--- src/rtl/seg7_sum_display.sv ---
// Captures a 5-bit adder sum, converts it to BCD with a 5-step shift-add-3 loop and
// drives a two-digit multiplexed 7-segment display. Optional macro: SEG7_BLANK_LEADING_ZERO_EN.
module seg7_sum_display #(
    parameter int unsigned REFRESH_DIV    = 50000,
    parameter bit          SEG_ACTIVE_LOW = 1'b1
) (
    input  logic       clk,
    input  logic       rst_n,
    input  logic       load,
    input  logic [4:0] sum,
    output logic       busy,
    output logic       valid,
    output logic [6:0] seg,
    output logic [1:0] an
);

    localparam int unsigned    CW        = $clog2(REFRESH_DIV);
    localparam logic [CW-1:0]  SCAN_LAST = CW'(REFRESH_DIV - 1);
    localparam logic [6:0]     SEG_OFF   = SEG_ACTIVE_LOW ? 7'h7F : 7'h00;

    typedef enum logic {
        ST_IDLE,
        ST_CONV
    } state_t;

    state_t        r_state;
    state_t        w_state_nxt;
    logic          w_start;
    logic          w_done;

    logic [4:0]    r_bin;
    logic [7:0]    r_bcd;
    logic [2:0]    r_iter;
    logic [3:0]    r_tens;
    logic [3:0]    r_units;
    logic          r_valid;

    logic [CW-1:0] r_scan;
    logic          r_sel;
    logic [6:0]    r_seg;
    logic [1:0]    r_an;

    logic [3:0]    w_adj_lo;
    logic [3:0]    w_adj_hi;
    logic [7:0]    w_bcd_nxt;
    logic          w_blank;
    logic [6:0]    w_seg_nxt;
    logic [1:0]    w_an_nxt;

    // Active-high {g,f,e,d,c,b,a}; non-decimal nibbles decode to blank.
    function automatic logic [6:0] decode(input logic [3:0] digit);
        logic [6:0] pat;
        case (digit)
            4'd0:    pat = 7'b0111111;
            4'd1:    pat = 7'b0000110;
            4'd2:    pat = 7'b1011011;
            4'd3:    pat = 7'b1001111;
            4'd4:    pat = 7'b1100110;
            4'd5:    pat = 7'b1101101;
            4'd6:    pat = 7'b1111101;
            4'd7:    pat = 7'b0000111;
            4'd8:    pat = 7'b1111111;
            4'd9:    pat = 7'b1101111;
            default: pat = 7'b0000000;
        endcase
        return SEG_ACTIVE_LOW ? ~pat : pat;
    endfunction

    always_ff @(posedge clk or negedge rst_n) begin
        if (!rst_n) begin
            r_state <= ST_IDLE;
        end else begin
            r_state <= w_state_nxt;
        end
    end

    always_comb begin
        w_state_nxt = r_state;
        w_start     = 1'b0;
        w_done      = 1'b0;
        case (r_state)
            ST_IDLE: begin
                if (load) begin
                    w_start     = 1'b1;
                    w_state_nxt = ST_CONV;
                end
            end
            ST_CONV: begin
                if (r_iter == 3'd4) begin
                    w_done      = 1'b1;
                    w_state_nxt = ST_IDLE;
                end
            end
            default: w_state_nxt = ST_IDLE;
        endcase
    end

    // One shift-add-3 step: correct each nibble, then shift {bcd, bin} left by one.
    always_comb begin
        w_adj_lo  = (r_bcd[3:0] >= 4'd5) ? r_bcd[3:0] + 4'd3 : r_bcd[3:0];
        w_adj_hi  = (r_bcd[7:4] >= 4'd5) ? r_bcd[7:4] + 4'd3 : r_bcd[7:4];
        w_bcd_nxt = {w_adj_hi[2:0], w_adj_lo, r_bin[4]};
    end

    always_ff @(posedge clk or negedge rst_n) begin
        if (!rst_n) begin
            r_bin   <= '0;
            r_bcd   <= '0;
            r_iter  <= '0;
            r_tens  <= '0;
            r_units <= '0;
            r_valid <= 1'b0;
        end else if (w_start) begin
            r_bin  <= sum;
            r_bcd  <= '0;
            r_iter <= '0;
        end else if (r_state == ST_CONV) begin
            r_bin  <= {r_bin[3:0], 1'b0};
            r_bcd  <= w_bcd_nxt;
            r_iter <= r_iter + 3'd1;
            if (w_done) begin
                r_tens  <= w_bcd_nxt[7:4];
                r_units <= w_bcd_nxt[3:0];
                r_valid <= 1'b1;
            end
        end
    end

    always_ff @(posedge clk or negedge rst_n) begin
        if (!rst_n) begin
            r_scan <= '0;
            r_sel  <= 1'b0;
        end else if (r_scan == SCAN_LAST) begin
            r_scan <= '0;
            r_sel  <= ~r_sel;
        end else begin
            r_scan <= r_scan + 1'b1;
        end
    end

`ifdef SEG7_BLANK_LEADING_ZERO_EN
    assign w_blank = (r_tens == 4'd0);
`else
    assign w_blank = 1'b0;
`endif

    always_comb begin
        w_seg_nxt = SEG_OFF;
        w_an_nxt  = 2'b11;
        if (r_valid) begin
            if (!r_sel) begin
                w_an_nxt  = 2'b10;
                w_seg_nxt = decode(r_units);
            end else if (!w_blank) begin
                w_an_nxt  = 2'b01;
                w_seg_nxt = decode(r_tens);
            end
        end
    end

    // Registered pins so an and seg switch together on one edge.
    always_ff @(posedge clk or negedge rst_n) begin
        if (!rst_n) begin
            r_seg <= SEG_OFF;
            r_an  <= 2'b11;
        end else begin
            r_seg <= w_seg_nxt;
            r_an  <= w_an_nxt;
        end
    end

    assign busy  = (r_state == ST_CONV);
    assign valid = r_valid;
    assign seg   = r_seg;
    assign an    = r_an;

endmodule

--- config.mk ---
export PLATFORM = sky130hd
export DESIGN_NAME = seg7_sum_display
export DESIGN_NICKNAME = d
export VERILOG_FILES = /design/src/rtl/seg7_sum_display.sv
export SDC_FILE = /design/constraint.sdc
export NUM_CORES = 1
export LEC_CHECK = 0
export BUFFER_PORTS_ARGS = -buffer_cell sky130_fd_sc_hd__buf_2
export CAP_MARGIN = 5
export CORE_UTILIZATION = 45
export DETAILED_ROUTE_END_ITERATION = 12
export HOLD_SLACK_MARGIN = 0.02
export SYNTH_ARGS = -nofsm -noshare
export SYNTH_HDL_FRONTEND = slang
export SYNTH_SLANG_ARGS = --single-unit
export TNS_END_PERCENT = 5
--- constraint.sdc ---
create_clock -name clk -period 2.01 [get_ports clk]
set_input_delay 0.1005 -clock clk [delete_from_list [all_inputs] [get_ports clk]]
set_output_delay 0.1005 -clock clk [all_outputs]
set_load 0.02 [all_outputs]
==> run_results.csv <==
group,metric,value,unit
grt,grt_pass1_vias,1651,
final_layout,area_delta_synth_final,9.33,%
floorplanning,core_area,5610,µm²
pwr,switching_share,37.1,%
drt,firstDrtPassIters,4,
drt,drc,0,
final_layout,drive_gt1_share,17.2,%
sta,fmax,0.618,GHz
cts,cts_buffers,5,
worst_setup_path,regToRegSetupSlack,0.39,ns
yosys,ys.flop_type,"dfrtp_1",
pwr,powerDensity,1270,nW/µm²
sta,setup_viol,0,
yosys,yosys.area.top_type_share,40.1,%
final_layout,nets,298,
sta,rsz0062_at_grt,"no",
yosys,synth_top_cell_by_area,"dfrtp_1",
worst_setup_path,worstPathMaxFanout,5,
pwr,p_leak,1.36,nW
floorplanning,die_w,79.2,µm
drt,via_per_inst,5.07,
sta,skew,0.00447,ns
yosys,synthCells,254,
cts,cts_buffer_depth,2,
final_layout,final_cell_mix,"dfrtp_1 (43), nand2_1 (18), buf_2 (18)",
floorplanning,die_area,6270,µm²
sta,tightest_slew,0.706,ns
yosys,synthArstFlopShare,100,%
worst_setup_path,cp-start-kind,"flip-flop",
drt,ant_nets,0,
drt,routed_wl,4450,µm
yosys,ys_seq_area_share,49.0,%
worst_setup_path,required,2.20,ns
placed_design,dp_hpwl,3190,µm
worst_setup_path,critical_path_arrival,1.81,ns
floorplanning,die_height,79.2,µm
yosys,synth.distinct_cells,39,
grt,grt_overflow,0,
final_layout,diodes,0,
floorplanning,rows,27,
grt,track_usage,16.1,%
floorplanning,io_pins,19,
pwr,peakVddDrop,0.000581,V
status,status,"completed",
cts,clockRootBuffer,"clkbuf_8",
sta,period_needed,1.62,ns
sta,fin_crit_sh,80.5,%
sta,relSlewSlack,52.9,%
sta,fin_setup_tns,0,ns
grt,antenna_found_initial,0,
yosys,syn-num-nets,279,
cts,clk_pin_slew_worst_paths,0.09,ns
floorplanning,start_util,47.8,%
final_layout,layout_commonest_cell,"dfrtp_1",
placed_design,portBuffers,18,
cts,cts.sink_count,52,
yosys,ys_top_cells_by_area,"dfrtp_1 (40%), dfstp_2 (8.8%), ha_1 (7.9%)",
pwr,pwr-share-clk,14.9,%
worst_setup_path,crit_type,"flip-flop to flip-flop",
pwr,p_seq_share,45.3,%
grt,grt_max_degree,34,
drt,drt-wirelength-per-cell,12.9,µm
pwr,power,3.72,mW
sta,hold_viol_final,0,
yosys,ys_ff_latch,52,
cts,htree_levels,2,
cts,clk_latency,0.30,ns
run,cap_violations,0,
drt,drtIter0Drc,107,
yosys,syn_area,2680,µm²
final_layout,nFillCells,528,
worst_setup_path,crit_path_end_kind,"flip-flop",
pwr,p_comb_share,39.8,%
pwr,power.switching,1.38,mW
hold_path,hold_class,"input pin to flip-flop",
yosys,yosys_warnings,0,
placed_design,gp_congestion,0.766,
cts,cts_tree,"built",
yosys,avgSynthCellArea,10.6,µm²
sta,drv_slew,0,
drt,num_vias,1748,
yosys,synth-edff-count,0,
pwr,power.internal,2.34,mW
grt,grt_pass1_wl,7860,µm
cts,post_cts_resized,0,
## cell usage after synthesis, types with 2 or more instances
master,n
mux2_2,4
o21ai_0,13
nand2b_1,15
o22a_1,4
nor4_1,2
clkbuf_1,6
nor3b_1,5
xnor2_1,13
nor2_1,17
buf_2,2
xor2_1,7
buf_1,2
a21o_1,3
nand2_1,18
dfrtp_1,43
nor2b_1,6
ha_1,17
inv_1,13
nor3_1,6
dfstp_2,9
nand3_1,7
o311ai_0,2
a22o_1,3
nand4_1,2
mux2i_1,10
a21oi_1,11
nor4_2,2
## layout make-up
cell class / instances / area, µm² / area share, %
timing repair buffer: 23 / 130 / 4.44
sequential: 52 / 1310 / 44.8
tap: 72 / 90.1 / 3.07
clock buffer: 6 / 72.6 / 2.48
inverter: 13 / 48.8 / 1.66
clock inverter: 1 / 5.00 / 0.171
multi-input combinational: 178 / 1270 / 43.4
## cell families (layout without fill, tap and decap cells)
family / Yosys count / after routing / synth area share, %
multiplexers: 14 / 14 / 5.41
flip-flops: 52 / 52 / 49.0
AO/OA/AOI/OAI: 39 / 39 / 9.10
XOR/XNOR: 20 / 20 / 6.53
buffers and inverters: 24 / 43 / 3.59
adder cells (fa/ha/maj): 17 / 17 / 7.93
AND/OR/NAND/NOR: 88 / 88 / 18.5
## worst paths after layout
| kind | start | endpoint | cells after the start |
|---|---|---|---|
| worst max-delay path | r_bcd[0]$_DFFE_PN0P_ | r_units[2]$_DFFE_PN0P_ | 6 |
| worst min-delay path | sum[0] | r_bin[0]$_DFFE_PN0P_ | 3 |
| worst min register to register | r_scan[0]$_DFF_PN0_ | r_scan[0]$_DFF_PN0_ | 1 |
| worst max register to register | r_bcd[0]$_DFFE_PN0P_ | r_units[2]$_DFFE_PN0P_ | 6 |
| max in group asynchronous | rst_n | r_iter[1]$_DFFE_PN0P_ | 3 |
| min in group asynchronous | rst_n | r_units[0]$_DFFE_PN0P_ | 2 |
## state kept, by name, summed over array words and instances (netlist names)
signal,cells
busy,1
valid,1
r_bcd,8
r_bin,5
r_scan,16
r_sel,1
seg,7
r_tens,4
an,2
r_iter,3
r_units,4
## power by group through the flow
| stage | combinational (mW) | clock (mW) | sequential, mW |
|---|---|---|---|
| after floorplan | 1.13 | 0 | 1.70 |
| after global placement | 1.46 | 0 | 1.70 |
| after detailed placement | 1.49 | 0 | 1.71 |
| after CTS | 1.51 | 0.584 | 1.69 |
| after global routing | 1.70 | 0.613 | 1.74 |
| final | 1.48 | 0.555 | 1.69 |
## repair_timing
item / in CTS / in global routing
hold buffers: 1 / 0
buffers inserted: 0 / 0
endpoints found under the hold margin: 22 / 0
## per-stage QoR
stage	instances	area [µm²]	worst slack [ns]	hold WS, ns	utilization (%)
floorplan	254	2680	0.527	-0.195	-
finish	345	2930	0.392	0.0418	52.3
global placement	337	2840	0.449	0.193	50.7
detailed placement	337	2840	0.419	0.195	50.7
global route	345	2930	0.291	0.0524	52.3
CTS	345	2930	0.396	0.0337	52.3
## routing by layer
layer / routed length [µm] / vias to the layer above / global-route usage, %
met1: 2260 / 813 / 21.7
met5: 0 / - / 0
met3: 140 / 5 / 3.45
met4: 48 / 0 / 4.91
li1: - / 903 / -
met2: 1990 / 27 / 26.1
## worst max-delay path, stage by stage, from the launching register on
cell,delay [ns]
dfrtp_1,0.40
inv_1,0.13
ha_1,0.25
nand2b_1,0.09
a21oi_1,0.25
mux2i_1,0.13
mux2_2,0.27
Note: power is estimated with default switching activity, not from simulation.
